### src/rtl/shift_case_pkg.sv
// shift_case_pkg: constants and decoder state type shared by the shift encoder and decoder
package shift_case_pkg;
    localparam int SEL_W = 2;
    localparam int MAX_SHIFT = 3;
    typedef enum logic [1:0] {IDLE, SHIFT, DONE} shift_dec_state_t;
endpackage

### src/rtl/shift_case_decoder.sv
// shift_case_decoder: iterative trailing-zero decoder of y = x << sel; SHIFT_CASE_DECODER_STATS_EN adds stat_count
module shift_case_decoder
    import shift_case_pkg::*;
#(
    parameter int WIDTH = 8
) (
    input  logic             clk,
    input  logic             rst_n,
    input  logic             in_valid,
    input  logic [WIDTH-1:0] in_data,
    output logic             in_ready,
    output logic             out_valid,
    output logic [WIDTH-1:0] out_data,
    output logic [SEL_W-1:0] out_sel,
    input  logic             out_ready
`ifdef SHIFT_CASE_DECODER_STATS_EN
    ,
    output logic [15:0]      stat_count
`endif
);
    shift_dec_state_t state;
    logic [WIDTH-1:0] sreg;
    logic [SEL_W-1:0] cnt;
    logic stop;
    // a zero word or a set LSB ends the shift; so does reaching the maximum shift amount
    always_comb stop = (sreg == '0) || sreg[0] || (cnt == SEL_W'(MAX_SHIFT));
    // FSM with datapath and registered handshake/result outputs
    always_ff @(posedge clk) begin
        if (!rst_n) begin
            state     <= IDLE;
            sreg      <= '0;
            cnt       <= '0;
            in_ready  <= 1'b1;
            out_valid <= 1'b0;
            out_data  <= '0;
            out_sel   <= '0;
        end else begin
            case (state)
                IDLE: if (in_valid) begin
                    sreg     <= in_data;
                    cnt      <= '0;
                    in_ready <= 1'b0;
                    state    <= SHIFT;
                end
                SHIFT: if (stop) begin
                    out_valid <= 1'b1;
                    out_data  <= sreg;
                    out_sel   <= cnt;
                    state     <= DONE;
                end else begin
                    sreg <= sreg >> 1;
                    cnt  <= cnt + SEL_W'(1);
                end
                DONE: if (out_ready) begin
                    out_valid <= 1'b0;
                    out_data  <= '0;
                    out_sel   <= '0;
                    in_ready  <= 1'b1;
                    state     <= IDLE;
                end
                default: state <= IDLE;
            endcase
        end
    end
`ifdef SHIFT_CASE_DECODER_STATS_EN
    // saturating count of completed output transfers
    always_ff @(posedge clk) begin
        if (!rst_n) stat_count <= '0;
        else if (out_valid && out_ready && stat_count != 16'hFFFF) stat_count <= stat_count + 16'd1;
    end
`endif
endmodule

### config.mk
export PLATFORM = sky130hd
export DESIGN_NAME = shift_case_decoder
export DESIGN_NICKNAME = d
export VERILOG_FILES = /design/src/rtl/shift_case_pkg.sv /design/src/rtl/shift_case_decoder.sv
export SDC_FILE = /design/constraint.sdc
export NUM_CORES = 1
export LEC_CHECK = 0
export BUFFER_PORTS_ARGS = -buffer_cell sky130_fd_sc_hd__buf_2
export CORE_ASPECT_RATIO = 0.8
export CORE_UTILIZATION = 40
export CTS_BUF_LIST = sky130_fd_sc_hd__clkbuf_16
export CTS_CLUSTER_DIAMETER = 40
export DETAILED_ROUTE_END_ITERATION = 7
export PLACE_DENSITY = 0.67
export SLEW_MARGIN = 20
export SYNTH_ARGS = -nofsm -noshare
export SYNTH_HDL_FRONTEND = slang
export SYNTH_SLANG_ARGS = --single-unit
export TNS_END_PERCENT = 10
### constraint.sdc
create_clock -name clk -period 2.1 [get_ports clk]
set_input_delay 0.105 -clock clk [delete_from_list [all_inputs] [get_ports clk]]
set_output_delay 0.105 -clock clk [all_outputs]
set_load 0.01 [all_outputs]
Yosys cells after proc, flatten, opt, wreduce, memory -nomap -nowiden
Index checks and enable logic that the tools add are counted.
W data, S select, Z words.
- output and inout port bits: 12
- register bits: 24
- word-level logic and storage cells: 47
- input port bits: 12
- reductions and logical operators: 11
- mux-type cells: 21
- equal/unequal tests: 7
- add/sub/neg operators: 1
- operators by type and width (kind ; number):
    $mux W8 ; 4
    $pmux W8 S2 ; 2
    $mux W2 ; 6
    $reduce_and A3 Y1 ; 4
    $logic_not A8 Y1 ; 1
    $ne A2 B2 Y1 const B ; 4
    $pmux W2 S2 ; 2
    $pmux W2 S3 ; 1
    $reduce_bool A2 Y1 ; 3
    $eq A2 B2 Y1 const B ; 2
    $mux W1 ; 4
    $pmux W1 S2 ; 2
    $add A2 B1 Y2 const B ; 1
    $eq A2 B1 Y1 const B ; 1
    $logic_not A2 Y1 ; 1
    $logic_or A1 B1 Y1 ; 2

Longest topological paths before layout
Gate-level depths: netlist (run 1).
- depth in word-level cells: 5
- mapped depth: 5
- gate-level depth less buffers: 4

Worst setup path after synthesis (run 1)
OpenSTA, ideal clock, no wires.
- path kind: register to register
- start point: register sreg[4]
- end point: register state[0]
- library setup time: 115 ps
- path slack: 640 ps
- data required time: 1985 ps
- path buffers: 1
- arrival time: 1346 ps
- clock period less this slack: 1460 ps
- cell stages (with the launch flop): 6
- cells stage by stage: dfxtp_1 -> nor4_4 -> a2111oi_2 -> or2_2 -> buf_2 -> and2_1
- word-level cells in the longest chain between the ends: 5
- ends and longest elaborated chain (element ; RTL line ; text):
    from (decl) ; shift_case_decoder.sv:22 ; logic [WIDTH-1:0] sreg;
    from (signal assigned) ; shift_case_decoder.sv:40 ; sreg <= in_data;
    from (signal assigned) ; shift_case_decoder.sv:51 ; sreg <= sreg >> 1;
    $logic_not A8 Y1 ; shift_case_decoder.sv:26 ; always_comb stop = (sreg == '0) || sreg[0] || (cnt == SEL_W'(MAX_SHIFT));
    $logic_or A1 B1 Y1 (2 in series) ; shift_case_decoder.sv:26 ;
    $ne A2 B2 Y1 (no source line) ; -- ;
    $reduce_and A3 Y1 (no source line) ; -- ;
    to (signal assigned) ; shift_case_decoder.sv:30 ; state <= IDLE;
    to (signal assigned) ; shift_case_decoder.sv:43 ; state <= SHIFT;
    to (signal assigned) ; shift_case_decoder.sv:49 ; state <= DONE;
    to (decl) ; shift_case_decoder.sv:21 ; shift_dec_state_t state;
Every way passes these cells.
A chain may end at the register's enable or synchronous reset.

Final worst setup path (run 1)
- start point: register state[1]
- end point: register sreg[0]
- word-level cells in the longest chain between the ends: 3
- elaborated cells on any way between the ends: 7
- those cells by class: eq/ne: 3; mux: 1; reduce/logical: 3
- ends and longest elaborated chain (element ; RTL line ; text):
    $eq A2 B1 Y1 or $logic_not A2 Y1 (tied branches) ; shift_case_decoder.sv:38 ; case (state)
    $ne A2 B2 Y1 (no source line) or $reduce_bool A2 Y1 (tied branches) ; -- ;
    $reduce_and A3 Y1 (no source line) ; -- ;
Several ways; a longest one is shown, not always the timed one.

==> results.env, run 1 <==
STATUS='finished clean'
DIE-HEIGHT_MICRONS=48.0
DRT_ANTENNA_NET_COUNT=0
CELL_COUNT_OF_THE_WORST_HOLD_PATH=3
NUM-FILL-CELLS=246
WIRELENGTH_MICRONS=2130
FINALHOLDVIOLCOUNT=0
SEQCELLAREA_SQ_UM=480
MULTI_INPUT_COMB_AREA_SQ_UM=526
CTS.REPAIR.RESIZED=0
HOLDCRITSTARTPOINT='in_data[7]'
TIMING_WORST_SLEW_PIN_VALUE_PS=586
TOTAL_POWER_mW=1.21
FLOORPLAN.DIE.WIDTH_MICRONS=59.5
FINALSETUPVIOLCOUNT=0
CLOCK_TREE_FROM_TRITONCTS='built'
CLK_TRANSITION_REPORTED_PATHS_PS=60
INITIAL_UTILIZATION=0.426
DRT_ITER0_MARKERS=17
FINAL_MIN_PERIOD_PS=1610
YOSYS_WARNINGS=0
SYNTH_CELLS=110
CRITICAL_PATH.ENDPOINT_TYPE='flop'
POST_ROUTE_CELLS_DRIVE_ABOVE_1_SHARE=0.256
DPL.HPWL_MICRONS=1530
CELLLEAKAGEPOWER_nW=0.559
MAXIMUM_CLOCK_FREQUENCY_GHz=0.623
HOLD_BUFFERS=0
GLOBAL_ROUTE_WIRE_LENGTH_BEFORE_REPAIR_MICRONS=3420
GLOBALROUTEOVERFLOWTOTAL=0
P_PER_AREA_mW_PER_MM2=945
WORST_HOLD_SLACK_PS=104
DIE_AREA_SQ_MM=0.00285
SYN_AREA_PER_CELL_SQ_UM=9.61
SYN_TO_FINAL_GROWTH_PCT=21.3
GLOBALPLACE.CONGESTION=0.860
GLOBAL_ROUTE.USAGE.TOTAL=0.171
BUFFERS_ADDED_ON_PORTS=23
VIA_COUNT_OF_THE_FIRST_GLOBAL_ROUTING_PASS=751
PLACE_AREA_SQ_MM=0.00120
MAX-VDD-IR-DROP_uV=474
PATH_MAX_FANOUT=7
SETUP_TOTAL_NEGATIVE_SLACK_PS=0
SYNTH_CELL_TYPE_COUNT=25
SKEW_PS=1.85
CP_DATA_REQUIRED_TIME_PS=2280
DIODES=0
HP-CLASS='in2reg'
REG2REG_DEPTH=5
CTS_SETUP_BUFFERS=0
FINAL_WORST_PATH_CYCLE_SHARE=0.764
RR_ENDPOINT='sreg[0]'
DRV_CAP=0
SEQ_AREA_FRAC_SYNTH=0.454
ROW_COUNT=16
SYNTHESIS.AREA_SQ_MM=0.00106
CTS_BUFFER_DEPTH=2
REPORT.FINAL.SLEW_VIOL_COUNT=0
CTS-BUFFERS-INSERTED=3
NETLIST.TOP_CELL.BY_AREA='dfxtp_1'
WORSTSKEWPAIRLATENCY_PS=250
WORSTHOLDENDPOINT='sreg[7]'
SYNTH_TOP_AREA_FRAC=0.454
DETAIL_ROUTE.FIRST_PASS.ITERATIONS=4
CRIT_TYPE='reg2reg'
CRITICAL_PATH_ARRIVAL_PS=1790
ROUTE.DETAILED.DRC=0
TIMING.RR.START='state[1]'
FIN_UTIL=0.517
RELSLEWSLACK=0.608
HTREEDEPTH=1
CTSROOTBUFFERMASTER='clkbuf_16'
WORST_SETUP_PATH_START_KIND='flop'
GRT_SETUP_UNREPAIRED='no'
SYN-NUM-NETS=123
FLOORPLAN.IO_PINS=24
ROUTEDWLPERCELL_MICRONS=12.6
CTS_SINKS=24
NUM_VIAS=835
FINAL_NET_COUNT=147
YS_TOP_CELLS_BY_AREA='dfxtp_1, mux2i_1, nand2_1'
FP.COREAREA_SQ_MM=0.00248
R2R_SLACK_PS=490
GRT_MAX_DEGREE=25
ANTENNA_FOUND_INITIAL=0
SYNTH_SEQ_CELLS=24
POSTLAYOUTCELLAREA_SQ_MM=0.00128
VIAS_PER_CELL=4.94
-- cell families after synthesis --
| kind of cell | after synthesis | synth area share |
|---|---|---|
| buffers and inverters | 10 | 0.0485 |
| flip-flops | 24 | 0.454 |
| multiplexers | 16 | 0.151 |
| adder cells (fa/ha/maj) | 1 | 0.0118 |
| AND/OR/NAND/NOR | 34 | 0.174 |
| AO/OA/AOI/OAI | 25 | 0.160 |
-- stage by stage --
step,worst slack [ps],std cells
finish,495,169
global route,352,169
CTS,491,169
detailed placement,511,165
global placement,565,165
floorplan,640,110
-- layout make-up --
class                           instances  share of cell area
Tap cell                               36              0.0351
Sequential cell                        24               0.375
Clock inverter                          1             0.00293
Inverter                                2             0.00585
Timing Repair Buffer                   27               0.113
Clock buffer                            3              0.0585
Multi-Input combinational cell         76               0.410
-- worst max-delay path by stage --
stage                         from  cells after the start        to  slack, ps
after floorplan            sreg[4]                      5  state[0]        640
after global placement    state[1]                      5   sreg[4]        570
after detailed placement  state[1]                      5   sreg[0]        510
after CTS                 state[1]                      5   sreg[0]        490
after global routing       sreg[3]                      5   sreg[2]        350
final                     state[1]                      5   sreg[0]        490
-- synth_stat cells, drive strengths merged --
| master | n |
|---|---|
| nor3 | 1 |
| or3b | 2 |
| o211ai | 1 |
| o21ai | 3 |
| mux2i | 16 |
| nand3b | 2 |
| a2111oi | 1 |
| or2 | 1 |
| dfxtp | 24 |
| buf | 4 |
| nor4 | 1 |
| clkbuf | 4 |
| nand2b | 1 |
| and2 | 3 |
| a21boi | 2 |
| nand2 | 21 |
| ha | 1 |
| nor3b | 2 |
| o21a | 2 |
| a21oi | 9 |
| o31ai | 7 |
| inv | 2 |
-- layer usage --
metal  global-route usage  wire length, microns  up-vias
li1                     -                     -      429
met4               0.0429                     0        0
met5                    0                     0        -
met1                0.210                  1060      386
met2                0.285                   957       20
met3               0.0676                   103        0
-- sequential cells by signal, indices dropped and copies added (netlist names) --
register / flops
sreg: 8
in_ready: 1
out_valid: 1
cnt: 2
out_data: 8
out_sel: 2
state: 2
-- power by group --
part	internal, mW	total (mW)	switching, mW
clock network	0.254	0.404	0.150
registers	0.505	0.556	0.0507
logic	0.117	0.252	0.135
-- cell usage in the layout, fill, tap and decap left out --
master	count
a21boi_2	1
o21ai_0	3
or3b_1	2
ha_1	1
buf_4	4
and2_1	3
nor3_1	1
inv_1	2
a21boi_0	1
o31ai_1	7
dfxtp_1	24
nand2b_1	1
nand3b_1	2
clkbuf_16	3
a2111oi_2	1
nor4_4	1
clkinv_1	1
buf_2	23
nand2_1	21
o21a_1	2
or2_2	1
a21oi_1	9
mux2i_1	16
o211ai_1	1
nor3b_1	2
-- worst max-delay path: stages, from the launching register on --
cell and delay (ps):
dfxtp_1 330, nand2b_1 180, a2111oi_2 550, buf_4 260, o31ai_1 80, a21oi_1 140
No activity file was read; power rests on OpenSTA's default activity.
==> run 2: changes to the inputs <==
- PLACE_DENSITY: 0.67 -> 0.69
- clock period: 2.1 -> 1.45 ns (I/O delays scaled with it)
==> results.env, run 2 (same netlist as run 1, synthesis figures left out) <==
DRT_ITER0_MARKERS=11  # was 17
FINALSETUPVIOLCOUNT=15  # was 0
FINAL_MIN_PERIOD_PS=1560  # was 1610 ps
ROUTE.DETAILED.DRC=0  # unchanged
VIAS_PER_CELL=4.91  # was 4.94
CRITICAL_PATH.ENDPOINT_TYPE='flop'  # unchanged
CLOCK_TREE_FROM_TRITONCTS='built'  # unchanged
FIN_UTIL=0.599  # was 0.517
WIRELENGTH_MET1_MICRONS=1220  # was 1060 microns
FLOORPLAN.DIE.WIDTH_MICRONS=59.5  # unchanged
GLOBALPLACE.CONGESTION=0.818  # was 0.860
DETAIL_ROUTE.FIRST_PASS.ITERATIONS=4  # unchanged
ROW_COUNT=16  # unchanged
GLOBALROUTEOVERFLOWTOTAL=0  # unchanged
GLOBAL_ROUTE.USAGE.TOTAL=0.194  # was 0.171
CRITICAL_PATH_ARRIVAL_PS=1750  # was 1790 ps
GRT_MAX_DEGREE=24  # was 25
FP.COREAREA_SQ_MM=0.00248  # unchanged
RELSLEWSLACK=0.737  # was 0.608
BUFFERS_ADDED_ON_PORTS=23  # unchanged
CLK_TRANSITION_REPORTED_PATHS_PS=60  # about the same
CTS-BUFFERS-INSERTED=3  # unchanged
FAILED_CHECKS='setup timing'
POSTLAYOUTCELLAREA_SQ_MM=0.00149  # was 0.00128 sq mm
REPORT.FINAL.SLEW_VIOL_COUNT=0  # unchanged
PATH_MAX_FANOUT=3  # was 7
TIMING_WORST_SLEW_PIN_VALUE_PS=394  # was 586 ps
CP_DATA_REQUIRED_TIME_PS=1640  # was 2280 ps
ANTENNA_FOUND_INITIAL=0  # unchanged
MAX-VDD-IR-DROP_uV=624  # was 474 uV
INITIAL_UTILIZATION=0.426  # unchanged
WORSTSKEWPAIRLATENCY_PS=250  # about the same
WIRELENGTH_MICRONS=2560  # was 2130 microns
CELLLEAKAGEPOWER_nW=0.650  # was 0.559 nW
P_PER_AREA_mW_PER_MM2=1320  # was 945 mW/mm^2
FINAL_NET_COUNT=163  # was 147
FINALHOLDVIOLCOUNT=0  # unchanged
PRECTSSETUPSLACK_PS=-104  # was 511 ps
ROUTEDWLPERCELL_MICRONS=13.8  # was 12.6 microns
DIODES=0  # unchanged
GLOBAL_ROUTE_WIRE_LENGTH_BEFORE_REPAIR_MICRONS=3930  # was 3420 microns
GRT_SETUP_UNREPAIRED='yes'  # was no
HP-CLASS='in2reg'  # unchanged
PLACE_AREA_SQ_MM=0.00131  # was 0.00120 sq mm
HOLD_BUFFERS=0  # unchanged
WORST_SETUP_PATH_START_KIND='flop'  # unchanged
DR.MAX_LAYER_USED='met4'  # was met3
SYN_TO_FINAL_GROWTH_PCT=40.6  # was 21.3%
HTREEDEPTH=1  # unchanged
FINAL_CELLS=185  # was 169
DRV_CAP=0  # unchanged
FLOORPLAN.IO_PINS=24  # unchanged
DIE-HEIGHT_MICRONS=48.0  # unchanged
CRIT_TYPE='reg2reg'  # unchanged
STATUS='complete, but fails checks'  # was finished clean
DRT_ANTENNA_NET_COUNT=0  # unchanged
REG_TOP3='out_data: 8 flops, sreg: 8 flops'  # unchanged
ROUTED-WL-MET2_MICRONS=1240  # was 957 microns
NUM_VIAS=908  # was 835
DIE_AREA_SQ_MM=0.00285  # unchanged
DPL.HPWL_MICRONS=1660  # was 1530 microns
CTSROOTBUFFERMASTER='clkbuf_16'  # unchanged
FINAL_COMMON_CELL='buf_2'  # was dfxtp_1
WORST_HOLD_SLACK_PS=63.4  # was 104 ps
MAXIMUM_CLOCK_FREQUENCY_GHz=0.641  # was 0.623 GHz
VIA_COUNT_OF_THE_FIRST_GLOBAL_ROUTING_PASS=875  # was 751
PLACED_CELLS=179  # was 165
SKEW_PS=2.28  # was 1.85 ps
CTS_SINKS=24  # unchanged
MOST-COMMON-LAYOUT-CELLS='buf_2, nand2_1, dfxtp_1'  # was dfxtp_1, buf_2, nand2_1
POSTLAYOUTSETUPSLACKWORST_PS=-111  # was 495 ps
FINAL_WORST_PATH_CYCLE_SHARE=1.08  # was 0.764
DETAILROUTE.WIRELENGTH.MET3_MICRONS=86  # was 103 microns
CTS_BUFFER_DEPTH=2  # unchanged
POST_ROUTE_CELLS_DRIVE_ABOVE_1_SHARE=0.443  # was 0.256
## run 2: changes by cell type in the layout (fill, tap and decap cells not counted), moves of 2 or more
cell,before,now
o31ai_1,7,1
buf_4,4,17
o31ai_2,0,6
dfxtp_1,24,21
buf_6,0,2
dfxtp_2,0,3
## run 2: layout make-up
cell class | count | area, sq um
clock buffers | 3 | 75.1
clock inverters | 1 | 3.75
fillers | 225 | 996
inverters | 2 | 7.51
multi-input cells | 76 | 598
flip-flops and latches | 24 | 484
well taps | 36 | 45.0
repair buffers | 43 | 273
## run 2: worst paths after layout
path / from / end / slack, ps / cells past startpoint
setup / recovery: sreg[4] / sreg[7] / -110 / 5
hold / removal: in_data[7] / sreg[7] / 60 / 3
setup reg to reg: sreg[4] / sreg[7] / -110 / 5
hold reg to reg: out_data[1] / out_data[1] / 450 / 2
## run 2: routing by layer
metal  vias to the layer above  global-route usage
met3                         2              0.0405
met1                       424               0.230
li1                        465                   -
met4                         0              0.0714
met5                         -                   0
met2                        17               0.353
## run 2: power by group
| part | total [mW] | internal, mW | switching [mW] |
|---|---|---|---|
| sequential | 0.796 | 0.735 | 0.0611 |
| combinational | 0.565 | 0.285 | 0.280 |
| clock | 0.595 | 0.368 | 0.227 |
| total | 1.96 | 1.39 | 0.567 |
## run 2: per-stage QoR
| step | setup TNS (ps) | power (mW) |
|---|---|---|
| after floorplan | -10.5 | 1.08 |
| after global placement | -16.1 | 1.25 |
| after detailed placement | -201 | 1.27 |
| after CTS | -1160 | 1.91 |
| after global routing | -2190 | 2.03 |
| final | -906 | 1.96 |
## run 2: worst max-delay path: stages, from the launching register on
cell and delay, ps:
dfxtp_2 330, nor4_4 360, a2111oi_4 130, buf_4 170, or3b_1 360, a21boi_2 140
## run 2: repair_timing
item / in CTS / in global routing
resized for setup: 9 / 15
gates cloned: 1 / 0
pin swaps: 6 / 2
endpoints found under the setup margin: 15 / 22
buffers inserted: 1 / 0
==> run 3: changes to the inputs <==
- BUFFER_PORTS_ARGS: -buffer_cell sky130_fd_sc_hd__buf_2 -> -buffer_cell sky130_fd_sc_hd__buf_4
==> results.env, run 3 (same netlist as run 1, synthesis figures left out) <==
WORSTSKEWPAIRLATENCY_PS=250  # about the same
FAILED_CHECKS='setup timing'  # unchanged
CRIT_PATH_MAX_INCR_DELAY_PS=360  # about the same
ROW_COUNT=16  # unchanged
CTS_BUFFER_DEPTH=2  # unchanged
FP.COREAREA_SQ_MM=0.00248  # unchanged
FINALHOLDVIOLCOUNT=0  # unchanged
RELSLEWSLACK=0.752  # was 0.737
DIODES=0  # unchanged
DRT_ANTENNA_NET_COUNT=0  # unchanged
FINAL_MIN_PERIOD_PS=1520  # was 1560 ps
BUFFERS_ADDED_ON_PORTS=23  # unchanged
CLK_TRANSITION_REPORTED_PATHS_PS=60  # about the same
CRIT_TYPE='reg2reg'  # unchanged
DRV_CAP=0  # unchanged
MAX-VDD-IR-DROP_uV=745  # was 624 uV
GLOBALPLACE.CONGESTION=0.833  # was 0.818
FINALSETUPVIOLCOUNT=7  # was 15
PRECTSSETUPSLACK_PS=-61.4  # was -104 ps
DIE_AREA_SQ_MM=0.00285  # unchanged
FINAL_COMMON_CELL='buf_4'  # was buf_2
SEQCELLAREA_SQ_UM=480  # was 484 sq um
REG_TOP3='out_data: 8 flops, sreg: 8 flops'  # unchanged
VIAS_PER_CELL=4.93  # was 4.91
TIMING.CRITICAL_PATH.BUF_INV=1  # unchanged
ROUTEDWLPERCELL_MICRONS=12.1  # was 13.8 microns
CTS_SETUP_BUFFERS=0  # was 1
MULTI_INPUT_COMB_AREA_SQ_UM=526  # was 598 sq um
CTS-BUFFERS-INSERTED=3  # unchanged
CLOCK_TREE_FROM_TRITONCTS='built'  # unchanged
DPL.HPWL_MICRONS=1640  # was 1660 microns
DIE-HEIGHT_MICRONS=48.0  # unchanged
CRITICAL_PATH.ENDPOINT_TYPE='flop'  # unchanged
CPMAXSTAGEDELAYCELL='or3b_1'  # was nor4_4
HP-CLASS='in2reg'  # unchanged
WIRELENGTH_MICRONS=2170  # was 2560 microns
PATH_CELLS='nor4_4, a2111oi_2, buf_4, or3b_1, a21boi_0'  # was nor4_4, a2111oi_4, buf_4, or3b_1, a21boi_2
VIA_COUNT_OF_THE_FIRST_GLOBAL_ROUTING_PASS=845  # was 875
CRITICAL_PATH_ARRIVAL_PS=1700  # was 1750 ps
DRT_ITER0_MARKERS=19  # was 11
FLOORPLAN.DIE.WIDTH_MICRONS=59.5  # unchanged
CELLLEAKAGEPOWER_nW=0.631  # was 0.650 nW
REPORT.FINAL.SLEW_VIOL_COUNT=0  # unchanged
FIN_UTIL=0.576  # was 0.599
MAXIMUM_CLOCK_FREQUENCY_GHz=0.660  # was 0.641 GHz
GRT_SETUP_UNREPAIRED='yes'  # unchanged
MOST-COMMON-LAYOUT-CELLS='buf_4, dfxtp_1, nand2_1'  # was buf_2, nand2_1, dfxtp_1
NUM_VIAS=887  # was 908
GLOBAL_ROUTE.USAGE.TOTAL=0.176  # was 0.194
DETAIL_ROUTE.FIRST_PASS.ITERATIONS=4  # unchanged
FINAL_WORST_PATH_CYCLE_SHARE=1.05  # was 1.08
GLOBALROUTEOVERFLOWTOTAL=0  # unchanged
CTSROOTBUFFERMASTER='clkbuf_16'  # unchanged
POSTLAYOUTSETUPSLACKWORST_PS=-66.1  # was -111 ps
SKEW_PS=3.03  # was 2.28 ps
P_PER_AREA_mW_PER_MM2=1290  # was 1320 mW/mm^2
POST_ROUTE_CELLS_DRIVE_ABOVE_1_SHARE=0.319  # was 0.443
HTREEDEPTH=1  # unchanged
ROUTE.DETAILED.DRC=0  # unchanged
R2R_SLACK_PS=-70  # was -110 ps
FINAL_NET_COUNT=159  # was 163
NUM-FILL-CELLS=242  # was 225
SYN_TO_FINAL_GROWTH_PCT=35.3  # was 40.6%
PATH_MAX_FANOUT=3  # unchanged
GRT_MAX_DEGREE=25  # was 24
WORST_SETUP_PATH_START_KIND='flop'  # unchanged
WORST_PATH_DOMINANT_CELL_FAMILY='simple AND/OR/NAND/NOR gates'  # unchanged
HOLD_BUFFERS=0  # unchanged
TIMING_WORST_SLEW_PIN_VALUE_PS=373  # was 394 ps
TOTAL_POWER_mW=1.84  # was 1.96 mW
ANTENNA_FOUND_INITIAL=0  # unchanged
CP_DATA_REQUIRED_TIME_PS=1630  # was 1640 ps
FLOORPLAN.IO_PINS=24  # unchanged
GLOBAL_ROUTE_WIRE_LENGTH_BEFORE_REPAIR_MICRONS=3680  # was 3930 microns
INITIAL_UTILIZATION=0.426  # unchanged
STATUS='complete, but fails checks'  # unchanged
CTS_SINKS=24  # unchanged
## run 3: cell type report
class | instances | area share
Clock buffer | 3 | 0.0525
Inverter | 2 | 0.00525
Multi-Input combinational cell | 76 | 0.367
Sequential cell | 24 | 0.336
Tap cell | 36 | 0.0315
Timing Repair Buffer | 39 | 0.207
## run 3: path summary, 6_finish.rpt
check,from,to,cells after the start
worst max-delay path,sreg[4],cnt[1],5
worst min register to register,out_data[1],out_data[1],2
worst max register to register,sreg[4],cnt[1],5
worst min-delay path,in_data[7],sreg[7],3
## run 3: per-stage QoR
| step | std cells | setup TNS (ps) | cell area (sq um) | hold slack, ps |
|---|---|---|---|---|
| after floorplan | 110 | -10.5 | 1060 | 220 |
| after global placement | 177 | -26.2 | 1350 | 353 |
| after detailed placement | 177 | -180 | 1350 | 354 |
| after CTS | 180 | -372 | 1430 | 86.0 |
| after global routing | 180 | -1790 | 1430 | 117 |
| final | 180 | -213 | 1430 | 90.1 |
## run 3: where the power goes
| group | internal [mW] | switching, mW | total [mW] | leakage (nW) |
|---|---|---|---|---|
| logic | 0.251 | 0.228 | 0.478 | 0.398 |
| clock network | 0.364 | 0.215 | 0.579 | 0.0370 |
| registers | 0.732 | 0.0518 | 0.784 | 0.196 |
| total | 1.35 | 0.494 | 1.84 | 0.631 |
## run 3: worst register-to-register path, stage by stage (launching register included)
cell and delay, ps:
dfxtp_1 330, nor4_4 310, a2111oi_2 130, buf_4 150, or3b_1 360, a21boi_0 160
## run 3: what timing repair did
item                       CTS  global route
resized for setup            1             0
gates cloned                 0             0
pin swaps                    0             1
setup endpoints to repair   16            22
## run 3: per-layer routing
metal | track usage | vias up | part of all wire
li1 | - | 455 | -
met1 | 0.223 | 409 | 0.48
met2 | 0.306 | 21 | 0.47
met3 | 0.0432 | 2 | 0.053
met4 | 0.0429 | 0 | 0.0041
met5 | 0 | - | 0
